`src/rtl/md_pkg.sv`:
```
// Shared types and op-decode helpers for the multiply/divide execute-stage sequencer.
package md_pkg;

  typedef enum logic [2:0] {
    OP_MUL  = 3'd0,
    OP_MULW = 3'd1,
    OP_DIV  = 3'd2,
    OP_DIVU = 3'd3,
    OP_REM  = 3'd4,
    OP_REMU = 3'd5,
    OP_DIVW = 3'd6,
    OP_REMW = 3'd7
  } md_op_t;

  typedef enum logic [2:0] {
    ST_IDLE    = 3'd0,
    ST_RUN     = 3'd1,
    ST_RELEASE = 3'd2,
    ST_ABORT   = 3'd3,
    ST_RESP    = 3'd4
  } md_state_t;

  function automatic logic is_div(md_op_t op);
    return !(op == OP_MUL || op == OP_MULW);
  endfunction

  function automatic logic is_word(md_op_t op);
    return (op == OP_MULW || op == OP_DIVW || op == OP_REMW);
  endfunction

  function automatic logic div_signed(md_op_t op);
    return (op == OP_DIV || op == OP_REM || op == OP_DIVW || op == OP_REMW);
  endfunction

  function automatic logic div_rem(md_op_t op);
    return (op == OP_REM || op == OP_REMU || op == OP_REMW);
  endfunction

  // Quotient of x/0 is all-ones; remainder of x/0 is the dividend (word ops sign-extend it).
  function automatic logic [63:0] divzero_result(md_op_t op, logic [63:0] a);
    logic [63:0] res;
    res = '1;
    if (op == OP_REM || op == OP_REMU) res = a;
    else if (op == OP_REMW)            res = {{32{a[31]}}, a[31:0]};
    return res;
  endfunction

endpackage

```
`src/rtl/md_unit_port.sv`:
```
// Start/next handshake and result gating for one iterative arithmetic unit.
module md_unit_port
  #(parameter int XLEN = 64)
  (
    input  logic            rst_n,
    input  logic            sel,
    input  logic            run,
    input  logic            clear,
    input  logic            ok,
    input  logic [XLEN-1:0] result,
    output logic            start,
    output logic            next,
    output logic            done,
    output logic [XLEN-1:0] capt
  );

  // Reset holds next high so the unit is cleared however long reset lasts.
  assign start = rst_n & sel & run;
  assign next  = ~rst_n | (sel & clear);
  assign done  = start & ok;
  assign capt  = done ? result : '0;

endmodule

```
`src/rtl/muldiv_ctrl.sv`:
```
// Execute-stage sequencer for the shared iterative multiplier and divider.
//
// state      | meaning
// IDLE       | waiting for a request
// RUN        | selected unit running, waiting for ok
// RELEASE    | one-cycle next pulse after completion
// ABORT      | one-cycle next pulse after a flush in RUN
// RESP       | result held until writeback takes it
module muldiv_ctrl
  import md_pkg::*;
  #(parameter int XLEN  = 64,
    parameter int TAG_W = 5)
  (
    input  logic             clk,
    input  logic             rst_n,
    input  logic             flush,
    input  logic             req_valid,
    output logic             req_ready,
    input  logic [2:0]       req_op,
    input  logic [XLEN-1:0]  req_a,
    input  logic [XLEN-1:0]  req_b,
    input  logic [TAG_W-1:0] req_tag,
    output logic             resp_valid,
    input  logic             resp_ready,
    output logic [XLEN-1:0]  resp_data,
    output logic [TAG_W-1:0] resp_tag,
    output logic             busy,
    output logic             mul_start,
    output logic             mul_next,
    output logic             mul_word,
    output logic [XLEN-1:0]  mul_a,
    output logic [XLEN-1:0]  mul_b,
    input  logic [XLEN-1:0]  mul_result,
    input  logic             mul_ok,
    output logic             div_start,
    output logic             div_next,
    output logic             div_word,
    output logic             div_signed,
    output logic             div_rem,
    output logic [XLEN-1:0]  div_a,
    output logic [XLEN-1:0]  div_b,
    input  logic [XLEN-1:0]  div_result,
    input  logic             div_ok
  );

  md_state_t        state;
  md_op_t           op_q;
  logic [XLEN-1:0]  a_q, b_q, data_q;
  logic [TAG_W-1:0] tag_q;

  md_op_t           req_op_e;
  logic             accept, b_zero, run, clear;
  logic             mul_done, div_done;
  logic [XLEN-1:0]  mul_capt, div_capt;

  assign req_op_e = md_op_t'(req_op);
  assign accept   = req_valid & req_ready;
  assign b_zero   = is_word(req_op_e) ? (req_b[31:0] == 32'd0) : (req_b == '0);
  assign run      = (state == ST_RUN);
  assign clear    = (state == ST_RELEASE) || (state == ST_ABORT);

  always_ff @(posedge clk) begin
    if (!rst_n) begin
      state  <= ST_IDLE;
      op_q   <= OP_MUL;
      a_q    <= '0;
      b_q    <= '0;
      tag_q  <= '0;
      data_q <= '0;
    end else begin
      case (state)
        ST_IDLE: begin
          if (accept) begin
            op_q  <= req_op_e;
            a_q   <= req_a;
            b_q   <= req_b;
            tag_q <= req_tag;
            if (is_div(req_op_e) && b_zero) begin
              data_q <= XLEN'(divzero_result(req_op_e, 64'(req_a)));
              state  <= ST_RESP;
            end else begin
              state <= ST_RUN;
            end
          end
        end
        ST_RUN: begin
          // Flush wins over a same-cycle ok; the result is simply not captured.
          if (flush) begin
            state <= ST_ABORT;
          end else if (mul_done || div_done) begin
            data_q <= mul_capt | div_capt;
            state  <= ST_RELEASE;
          end
        end
        ST_RELEASE: state <= flush ? ST_IDLE : ST_RESP;
        ST_ABORT:   state <= ST_IDLE;
        ST_RESP:    if (flush || resp_ready) state <= ST_IDLE;
        default:    state <= ST_IDLE;
      endcase
    end
  end

  md_unit_port #(.XLEN(XLEN)) u_mul_port (
    .rst_n  (rst_n),
    .sel    (!is_div(op_q)),
    .run    (run),
    .clear  (clear),
    .ok     (mul_ok),
    .result (mul_result),
    .start  (mul_start),
    .next   (mul_next),
    .done   (mul_done),
    .capt   (mul_capt)
  );

  md_unit_port #(.XLEN(XLEN)) u_div_port (
    .rst_n  (rst_n),
    .sel    (is_div(op_q)),
    .run    (run),
    .clear  (clear),
    .ok     (div_ok),
    .result (div_result),
    .start  (div_start),
    .next   (div_next),
    .done   (div_done),
    .capt   (div_capt)
  );

  assign req_ready  = rst_n & (state == ST_IDLE) & ~flush;
  assign resp_valid = rst_n & (state == ST_RESP) & ~flush;
  assign busy       = rst_n & (state != ST_IDLE);
  assign resp_data  = data_q;
  assign resp_tag   = tag_q;

  assign mul_word   = is_word(op_q) & ~is_div(op_q);
  assign mul_a      = a_q;
  assign mul_b      = b_q;
  assign div_word   = is_word(op_q) & is_div(op_q);
  assign div_signed = is_div(op_q) & md_pkg::div_signed(op_q);
  assign div_rem    = is_div(op_q) & md_pkg::div_rem(op_q);
  assign div_a      = a_q;
  assign div_b      = b_q;

endmodule

```
`config.mk`:
```
export PLATFORM = sky130hd
export DESIGN_NAME = muldiv_ctrl
export DESIGN_NICKNAME = d
export VERILOG_FILES = /design/src/rtl/md_pkg.sv /design/src/rtl/md_unit_port.sv /design/src/rtl/muldiv_ctrl.sv
export SDC_FILE = /design/constraint.sdc
export NUM_CORES = 1
export LEC_CHECK = 0
export ABC_AREA = 1
export CORE_AREA = 2 2 235 237
export CTS_CLUSTER_DIAMETER = 50
export DETAILED_ROUTE_END_ITERATION = 7
export DIE_AREA = 0 0 237 239
export PLACE_DENSITY = 0.52
export REMOVE_ABC_BUFFERS = 1
export SLEW_MARGIN = 25
export SYNTH_ARGS = -nofsm -noshare
export SYNTH_HDL_FRONTEND = slang
export SYNTH_SLANG_ARGS = --single-unit
```
`constraint.sdc`:
```
create_clock -name clk -period 3.7 [get_ports clk]
set_input_delay 0.74 -clock clk [delete_from_list [all_inputs] [get_ports clk]]
set_output_delay 0.74 -clock clk [all_outputs]
set_load 0.1 [all_outputs]
```
==> reports/metrics.yaml <==
yosys.cell_types.count: 21
cts-root-buf: "clkbuf_16"
grtUsageTotal: 0.164
cp.arrival_ns: 2.70
rows: 86
run_status: "finished, final reports clean"
path_delay_family: "simple AND/OR/NAND/NOR gates"
hold_class: "register to register"
tns_ns: 0
met3_length_um: 3240
cp.buffers_inverters: 2
synth_top_area_share: 0.362
cts_made_buffers: 31
synth_area_leader_cell: "dfxtp_1"
totalPowerFinal_uw: 12900
cts_resized: 0
worst_pin_slew_ns: 1.06
synth-seq-area-share: 0.362
yosysMostFrequentCell: "nand2_1"
postSynthCellCount: 1787
route.met2.wl_um: 24500
r2r_start: "state[2]$_SDFFE_PN0P_"
htreeDepth: 1
crit_fanout: 41
cts.sinks: 203
dr_total_vias: 12500
dieArea_mm2: 0.0566
synthTopCellsByArea: "dfxtp_1 36%, nand2_1 14%, buf_4 8.6%, inv_1 7.5%, nor2_1 6.8%"
vias_per_cell: 4.27
cts_max_path_buffers: 3
holdBufCountCts: 0
synth_flop_cell: "dfxtp_1"
io_buffers: 606
ir_worst_vdd_uv: 419
top_layer_used: "met5"
antenna_found_initial: 5
die_h_um: 239
synth-edff-count: 0
fillers: 5794
drt_wl_total_um: 49000
startpoint_type: "register"
yosysWarnings: 0
drv_cap: 0
dr.first_iter.drc_count: 516
crit_chain: "nor2_1 -> nand2_2 -> nor3_4 -> buf_4 -> buf_12"
crit_required_ns: 2.96
areaGrowthSynthToFinish_pct: 60.8
finalHoldViolCount: 0
cts_tree: "built"
worst_path_max_delay_cell: "nand2_2"
cpPeakStageDelay_ns: 0.47
post-cts-setup-buffers: 0
drc: 0
num_io_pins: 607
wl_met1_um: 19500
post-dp-hpwl_um: 35800
fin_crit_ns: 3.44
grt_pass1_wl_um: 72800
max_freq_mhz: 291
cp-end-kind: "output port"
gp_congestion: 0.856
skew_ns: 0.0116
yosys_register_bits: 203
core-area_mm2: 0.0543
grt_max_degree: 108
clk_pin_slew_worst_paths_ns: 0.06
final_nets: 2468
setup_violations: 0
synthesis.area_mm2: 0.0112
grt_pass1_vias: 12300
min_from: "resp_tag[1]$_SDFFE_PN0P_"
p_per_area_mw_per_mm2: 713
wl_per_cell_um: 16.7
clk_latency_ns: 0.58
antenna_left: 0
relSlewSlack: 0.293
crit_start: "state[2]$_SDFFE_PN0P_"
async_flop_share: 0
start_util: 0.206
die-width_um: 237
slew_violations: 0
p_leak_uw: 0.00736
avgSynthCellArea_um2: 6.28
synthTopCellsByCount: "428 x nand2_1, 224 x inv_1, 204 x nor2_1, 203 x dfxtp_1, 142 x a21oi_1"
fin_crit_sh: 0.930
globalRouteOverflowTotal: 0
grt_setup_unrepaired: "false"
crit_type: "register to output port"
drive_gt1_frac: 0.0563
firstDrtPassIters: 4
## through the flow
step | hold WS [ns] | worst slack [ns] | cells | utilization | cell area (µm²)
floorplan | 0.464 | -3.67 | 1537 | - | 9750
global placement | 0.455 | 0.585 | 2868 | 0.312 | 17000
detailed placement | 0.460 | 0.581 | 2868 | 0.312 | 17000
CTS | 0.474 | 0.186 | 2925 | 0.332 | 18000
global route | 0.488 | 0.0221 | 2926 | 0.332 | 18000
finish | 0.471 | 0.260 | 2926 | 0.332 | 18000
## metal layers
| metal | up-vias | global-route usage |
|---|---|---|
| met5 | - | 0 |
| met4 | 8 | 0.0568 |
| met3 | 87 | 0.0394 |
| met2 | 415 | 0.294 |
| met1 | 5692 | 0.191 |
| li1 | 6278 | - |
## worst register-to-register path, stage by stage, from the launching register on
cell and delay (ns):
dfxtp_1 0.33, nor2_1 0.24, nand2_2 0.47, buf_4 0.45
a31o_2 0.27, nor2_1 0.18, nor2_4 0.08, nand3_4 0.10
buf_4 0.42, nand2_1 0.20, inv_2 0.07, nor2_1 0.04
## final cells by class
cell class | count | area, µm² | share of cell area
Inverter | 245 | 925 | 0.0512
Clock inverter | 22 | 272 | 0.0150
Timing Repair Buffer | 627 | 6290 | 0.348
Multi-Input combinational cell | 1089 | 4810 | 0.267
Antenna cell | 1 | 2.50 | 0.000139
Clock buffer | 35 | 801 | 0.0444
Tap cell | 704 | 881 | 0.0488
Sequential cell | 203 | 4060 | 0.225
## final timing paths
| kind | slack [ns] | end | depth (start not counted) |
|---|---|---|---|
| setup / recovery | 0.26 | div_start | 5 |
| setup reg to reg | 0.73 | resp_data[25]$_SDFFE_PN0P_ | 11 |
| hold reg to reg | 0.47 | resp_tag[1]$_SDFFE_PN0P_ | 2 |
| hold / removal | 0.47 | resp_tag[1]$_SDFFE_PN0P_ | 2 |
## kinds of logic (layout without fill, tap and decap cells)
group	Yosys count	count (layout)	synth area share
and+or+nand+nor	841	841	0.314
buffers and inverters	495	929	0.213
AOI/OAI and AO/OA	248	248	0.111
DFF	203	203	0.362
other	0	1	0
## placed cells by master (no fill, tap or decap)
cell,count
nor3_4,1
inv_6,5
clkinv_4,1
nor2_4,2
clkinvlp_4,4
buf_12,9
nor3_1,7
inv_8,1
nand2_2,2
a21oi_1,142
nand4_1,65
clkinv_2,5
nand3_1,131
o21ai_0,105
clkdlybuf4s50_1,588
inv_4,2
clkinv_8,2
nand4_4,1
inv_2,20
inv_1,222
buf_2,2
a31o_2,1
nor3_2,1
nand3_4,1
diode_2,1
bufinv_16,4
clkinv_1,1
dfxtp_1,203
nand2_4,1
nor2_1,204
clkbuf_1,3
buf_4,28
clkbuf_16,31
nand2_1,425
clkbuf_8,1
## report_power, final
| part | switching (µW) | leakage (µW) | internal, µW | total (µW) |
|---|---|---|---|---|
| Combinational | 5360 | 0.00519 | 1610 | 6970 |
| Sequential | 252 | 0.00165 | 2580 | 2830 |
| Clock | 1200 | 0.000516 | 1860 | 3050 |
| Total | 6810 | 0.00736 | 6050 | 12900 |
## flip-flops by register name, summed over array words and instances, names as in the netlist
signal and cells:
resp_data 64, state 3, resp_tag 5, div_a 64, op_q 3, div_b 64
(Power assumes the default switching activity.)
==> patch 1: new RTL, same settings <==
`TAG_W`: 5 -> 10.
--- a/src/rtl/muldiv_ctrl.sv
+++ b/src/rtl/muldiv_ctrl.sv
@@ -10,5 +10,5 @@
   import md_pkg::*;
   #(parameter int XLEN  = 64,
-    parameter int TAG_W = 5)
+    parameter int TAG_W = 10)
   (
     input  logic             clk,
Ports: changed (resized req_tag and resp_tag); port bits go from 607 to 617. No check against the original RTL was run, so the function may have changed too.
==> patch 1 against the unedited design <==
Synthesized cell count grew 1.2%. Highest routed layer unchanged. Cell area grew 1.8%. Worst setup slack gained 0.15 ns. Register-to-register slack gained 0.14 ns. Routed wire length grew 2.0%. Clock power grew 5%. Area after synthesis grew 1.5%. Sequential cell count grew 5. Clock skew grew 0.0038 ns. Power grew 1.6%. Fmax grew 4.5%.
==> patch 1: results (changes against the unedited design) <==
Status
  – Outcome: completed (unchanged)

Min path
  – Hold EP: resp_tag[3] (was resp_tag[1])
  – Hold_sp: resp_tag[3] (was resp_tag[1])
  – Hold Crit Class: register to register (unchanged)

Setup path
  – R2R depth: 10 (was 11)
  – Reg2Reg Setup Slack: 0.87 ns (was 0.73 ns)
  – Reg2reg end: resp_data[28] (was resp_data[25])
  – CP arrival: 2.55 ns (was 2.70 ns)
  – CP max FO: 66 (was 41)

Yosys
  – Post-Syn Instances: 1809 (was 1787)
  – Seq/Total Area, Yosys: 36.6% (was 36.2%)
  – Synth cell types: 22 (was 21)
  – Commonest cells in the netlist: 437 x nand2_1, 229 x inv_1, 208 x dfxtp_1 (was 428 x nand2_1, 224 x inv_1, 204 x nor2_1)
  – Top cells by area, synth: dfxtp_1 37%, nand2_1 14%, buf_4 8.5%, inv_1 7.5%, nor2_1 6.7% (was dfxtp_1 36%, nand2_1 14%, buf_4 8.6%, inv_1 7.5%, nor2_1 6.8%)
  – Ys async rst share: 0% (unchanged)

Placement
  – Placed Area: 17200 um^2 (was 17000 um^2)
  – Pre-CTS setup slack: 0.561 ns (was 0.581 ns)
  – Placed instance count: 2896 (was 2868)
  – RD Place Congestion: 0.831 (was 0.856)
  – Buffers on Ports: 616 (was 606)
  – DP Wirelength: 36100 um (was 35800 um)

Clocking
  – Worst-skew pair later-pin latency: 0.53 ns (was 0.58 ns)
  – H-tree Lvls: 2 (was 1)
  – Worst-path clk slew: 0.05 ns
  – Number of buffers created by CTS: 35 (was 31)

Global route
  – GRT Util Overall: 17.0% (was 16.4%)
  – Number of global-route vias before repair: 12616 (was 12340)
  – Largest net degree at the start of global routing: 113 (was 108)
  – Global-route wire length before repair: 74900 um (was 72800 um)
  – Initial antenna violation count: 2 (was 5)

Pwr
  – Max rail drop VDD: 287 uV (was 419 uV)
  – Int Pwr: 6260 uW (was 6050 uW)
  – Leakage: 0.00747 uW (was 0.00736 uW)

Route
  – Avg WL per Cell: 16.9 um (was 16.7 um)
  – DRT Pass-1 Iters: 6 (was 4)
  – Initial DRC Count: 605 (was 516)
  – Vias per cell: 4.30 (was 4.27)

Final layout
  – Final std cells w/o fill: 2957 (was 2926)
  – Fin util: 33.8% (was 33.2%)
  – Final nets: 2505 (was 2468)
  – Share of cells above drive strength 1: 5.28% (was 5.63%)

Timing
  – Least-Margin Pin Slew: 1.09 ns (was 1.06 ns)
  – Layout Skew: 0.0154 ns (was 0.0116 ns)
==> patch 1: critical path, stage by stage, from the launching register on <==
cell and delay, ns:
dfxtp_1 0.34, nor2_2 0.19, nand2_2 0.51, nor3_2 0.38
buf_12 0.34, buf_12 0.22
==> patch 1: power groups by stage <==
stage	Combinational, uW	Clock, uW	Sequential [uW]
final	6990	3190	2890
after global routing	7370	3390	2940
after CTS	7040	3300	2900
after detailed placement	7020	0	2940
after global placement	7010	0	2920
after floorplan	1470	0	6450
==> patch 1: cell families after synthesis <==
family,count (synthesis),synth area share (%)
buf+inv,497,21.0
flops,208,36.6
simple gates,851,31.3
compound gates,253,11.1
==> patch 1: routing by layer <==
metal / part of all wire (%) / GRT usage, % / wire (um) / up-vias
met4: 2.4 / 5.16 / 1190 / 4
met2: 51 / 30.9 / 25500 / 427
met1: 40 / 19.5 / 20200 / 5864
met5: 0.050 / 0 / 25 / -
li1: - / - / - / 6357
met3: 6.2 / 4.40 / 3120 / 62
==> patch 1: through the flow <==
stage | total power (uW) | hold slack [ns]
5_1_grt | 13700 | 0.481
6_report | 13100 | 0.468
3_3_place_gp | 9930 | 0.453
3_5_place_dp | 9960 | 0.460
2_1_floorplan | 7910 | 0.464
4_1_cts | 13200 | 0.469
==> patch 1: area by class of cell <==
class / count / area (um^2)
timing repair buffer: 635 / 6380
tap: 704 / 881
clock buffer: 40 / 915
antenna: 1 / 2.50
multi-input combinational: 1104 / 4880
sequential: 208 / 4160
fill: 5829 / 36000
inverter: 245 / 927
clock inverter: 20 / 214
==> patch 1: worst max path at each step <==
stage / startpoint / to / slack, ns / cells past startpoint
2_1_floorplan: rst_n / resp_data[22] / -3.63 / 10
3_5_place_dp: req_op[1] / resp_data[30] / 0.56 / 12
6_report: state[2] / mul_start / 0.41 / 5
5_1_grt: state[2] / mul_start / 0.19 / 5
3_3_place_gp: req_op[1] / resp_data[47] / 0.58 / 12
4_1_cts: state[2] / mul_start / 0.31 / 5
==> patch 2: new RTL, same settings <==
Without the edit above. The 5 states of `md_state_t` get a one-hot encoding in 5 bits.
--- a/src/rtl/md_pkg.sv
+++ b/src/rtl/md_pkg.sv
@@ -13,10 +13,10 @@
   } md_op_t;
 
-  typedef enum logic [2:0] {
-    ST_IDLE    = 3'd0,
-    ST_RUN     = 3'd1,
-    ST_RELEASE = 3'd2,
-    ST_ABORT   = 3'd3,
-    ST_RESP    = 3'd4
+  typedef enum logic [4:0] {
+    ST_IDLE    = 5'b00001,
+    ST_RUN     = 5'b00010,
+    ST_RELEASE = 5'b00100,
+    ST_ABORT   = 5'b01000,
+    ST_RESP    = 5'b10000
   } md_state_t;
 
Check against the original RTL: no difference found for any inputs over 4 cycles, from zero or initial values and one cycle with rst_n low; so few cycles prove little.
==> patch 2 against the unedited design <==
Count of clock-buffer cells in the layout increased by 10. Utilization grew 0.16 points. Clock skew up 0.0015 ns. Power fell by 3.9%. Die area is the same. Routed wire length decreased by 3.7%. Sequential share of layout area rose by 0.11 points. Cell area up 0.48%. Sequential power down 2%. Worst setup slack improved by 0.53 ns. Sequential cell count grew 2. Register-to-register slack improved by 0.53 ns. Area after synthesis up 1.1%. Largest cell class unchanged. Highest routed layer unchanged.
==> patch 2: results (changes against the unedited design) <==
Global route
  – Initial antenna violation count: 4 (was 5)
  – Global-route wire length before repair: 69400 um (was 72800 um)
  – Largest net degree at the start of global routing: 145 (was 108)
  – GRT Util Overall: 15.8% (was 16.4%)

Pwr
  – Leakage: 0.00688 uW (was 0.00736 uW)
  – Max rail drop VDD: 366 uV (was 419 uV)

Final layout
  – Final nets: 2390 (was 2468)
  – Share of cells above drive strength 1: 5.32% (was 5.63%)

Timing
  – Layout Skew: 0.0130 ns (was 0.0116 ns)
  – Rel. slew slack: 28.1% (was 29.3%)

Yosys
  – Top cells by area, synth: dfxtp_1 36%, buf_4 9.7%, a21oi_1 9.0%, inv_1 8.4%, o21ai_0 8.3% (was dfxtp_1 36%, nand2_1 14%, buf_4 8.6%, inv_1 7.5%, nor2_1 6.8%)
  – Ys async rst share: 0% (unchanged)
  – Commonest cells in the netlist: 255 x inv_1, 205 x a21oi_1, 205 x dfxtp_1 (was 428 x nand2_1, 224 x inv_1, 204 x nor2_1)
  – Most common flop cell mapped by yosys: dfxtp_1 (unchanged)
  – Synth cell types: 23 (was 21)
  – Seq/Total Area, Yosys: 36.2% (about the same)
  – Syn. warnings: 0 (unchanged)

Clocking
  – Number of buffers created by CTS: 34 (was 31)
  – Postcts setup bufs: 0 (unchanged)
  – H-tree Lvls: 2 (was 1)
  – Root Buffer: clkbuf_16 (unchanged)
  – Cts hold-fix bufs: 0 (unchanged)
  – CTS max path bufs: 3 (unchanged)
  – Worst-skew pair later-pin latency: 0.52 ns (was 0.58 ns)
  – Worst-path clk slew: 0.05 ns
  – Post-CTS Resized: 0 (unchanged)

Route
  – Initial DRC Count: 563 (was 516)
  – DRT Pass-1 Iters: 5 (was 4)
  – Avg WL per Cell: 16.6 um (was 16.7 um)
  – Via count: 12238 (was 12480)

Setup path
  – Cell family with most CP delay: buffers and inverters (was simple AND/OR/NAND/NOR gates)
  – Largest stage delay, worst path: 1.19 ns (was 0.47 ns)
  – CP arrival: 2.17 ns (was 2.70 ns)
  – CP max FO: 3 (was 41)
  – CP max stage cell: clkdlybuf4s50_1 (was nand2_2)

Min path
  – Hold Crit Class: register to register (unchanged)

Placement
  – Pre-CTS setup slack: 0.767 ns (was 0.581 ns)
  – Buffers on Ports: 606 (unchanged)
  – RD Place Congestion: 0.819 (was 0.856)
  – DP Wirelength: 34700 um (was 35800 um)

Status
  – Outcome: completed (unchanged)
-- patch 2: per-layer routing --
| layer | up-vias | track usage (%) | part of all wire, % |
|---|---|---|---|
| li1 | 6178 | - | - |
| met1 | 5606 | 19.4 | 43 |
| met2 | 392 | 27.0 | 48 |
| met3 | 58 | 3.83 | 6.6 |
| met4 | 4 | 4.87 | 2.1 |
| met5 | - | 0 | 0.055 |
-- patch 2: worst paths after layout --
path | startpoint | endpoint | slack [ns] | depth (start not counted)
worst min register to register | resp_tag[0] | resp_tag[0] | 0.44 | 2
worst max-delay path | div_b[30] | div_b[30] | 0.79 | 1
worst max register to register | state[2] | resp_data[22] | 1.26 | 11
worst min-delay path | resp_tag[0] | resp_tag[0] | 0.44 | 2
-- patch 2: worst min-delay path, delay by kind of cell, from the launching register on --
| family | cells | cell delay, ns |
|---|---|---|
| AO/OA/AOI/OAI | 1 | 0.05 |
| flip-flops | 1 | 0.30 |
| buffers and inverters | 1 | 0.05 |
-- patch 2: layout make-up --
cell class | count | area [um^2]
antenna | 2 | 5.00
fill | 5786 | 36200
timing repair buffer | 631 | 6350
clock inverter | 15 | 156
clock buffer | 45 | 996
inverter | 279 | 1050
sequential | 205 | 4100
multi-input combinational | 968 | 4590
tap | 704 | 881
-- patch 2: report_power, final --
group / total [uW] / switching (uW) / internal (uW)
logic: 6380 / 4870 / 1510
registers: 2760 / 241 / 2520
clock network: 3230 / 1180 / 2050
-- patch 2: cell families (layout without fill, tap and decap cells) --
logic type	count (synthesis)	in the layout	synth area share, %
AOI/OAI and AO/OA	445	445	19.7
buffers and inverters	536	970	23.9
DFF	205	205	36.2
other	0	2	0
and+or+nand+nor	523	523	20.3
-- patch 2: stage by stage --
step | total power, uW | util (%) | std cells | area, um^2 | hold slack (ns)
6_report | 12400 | 33.4 | 2849 | 18100 | 0.443
5_1_grt | 12900 | 33.4 | 2848 | 18100 | 0.467
3_5_place_dp | 9200 | 31.2 | 2787 | 17000 | 0.440
4_1_cts | 12500 | 33.4 | 2847 | 18100 | 0.449
2_1_floorplan | 7230 | - | 1452 | 9680 | 0.461
3_3_place_gp | 9160 | 31.2 | 2787 | 17000 | 0.433
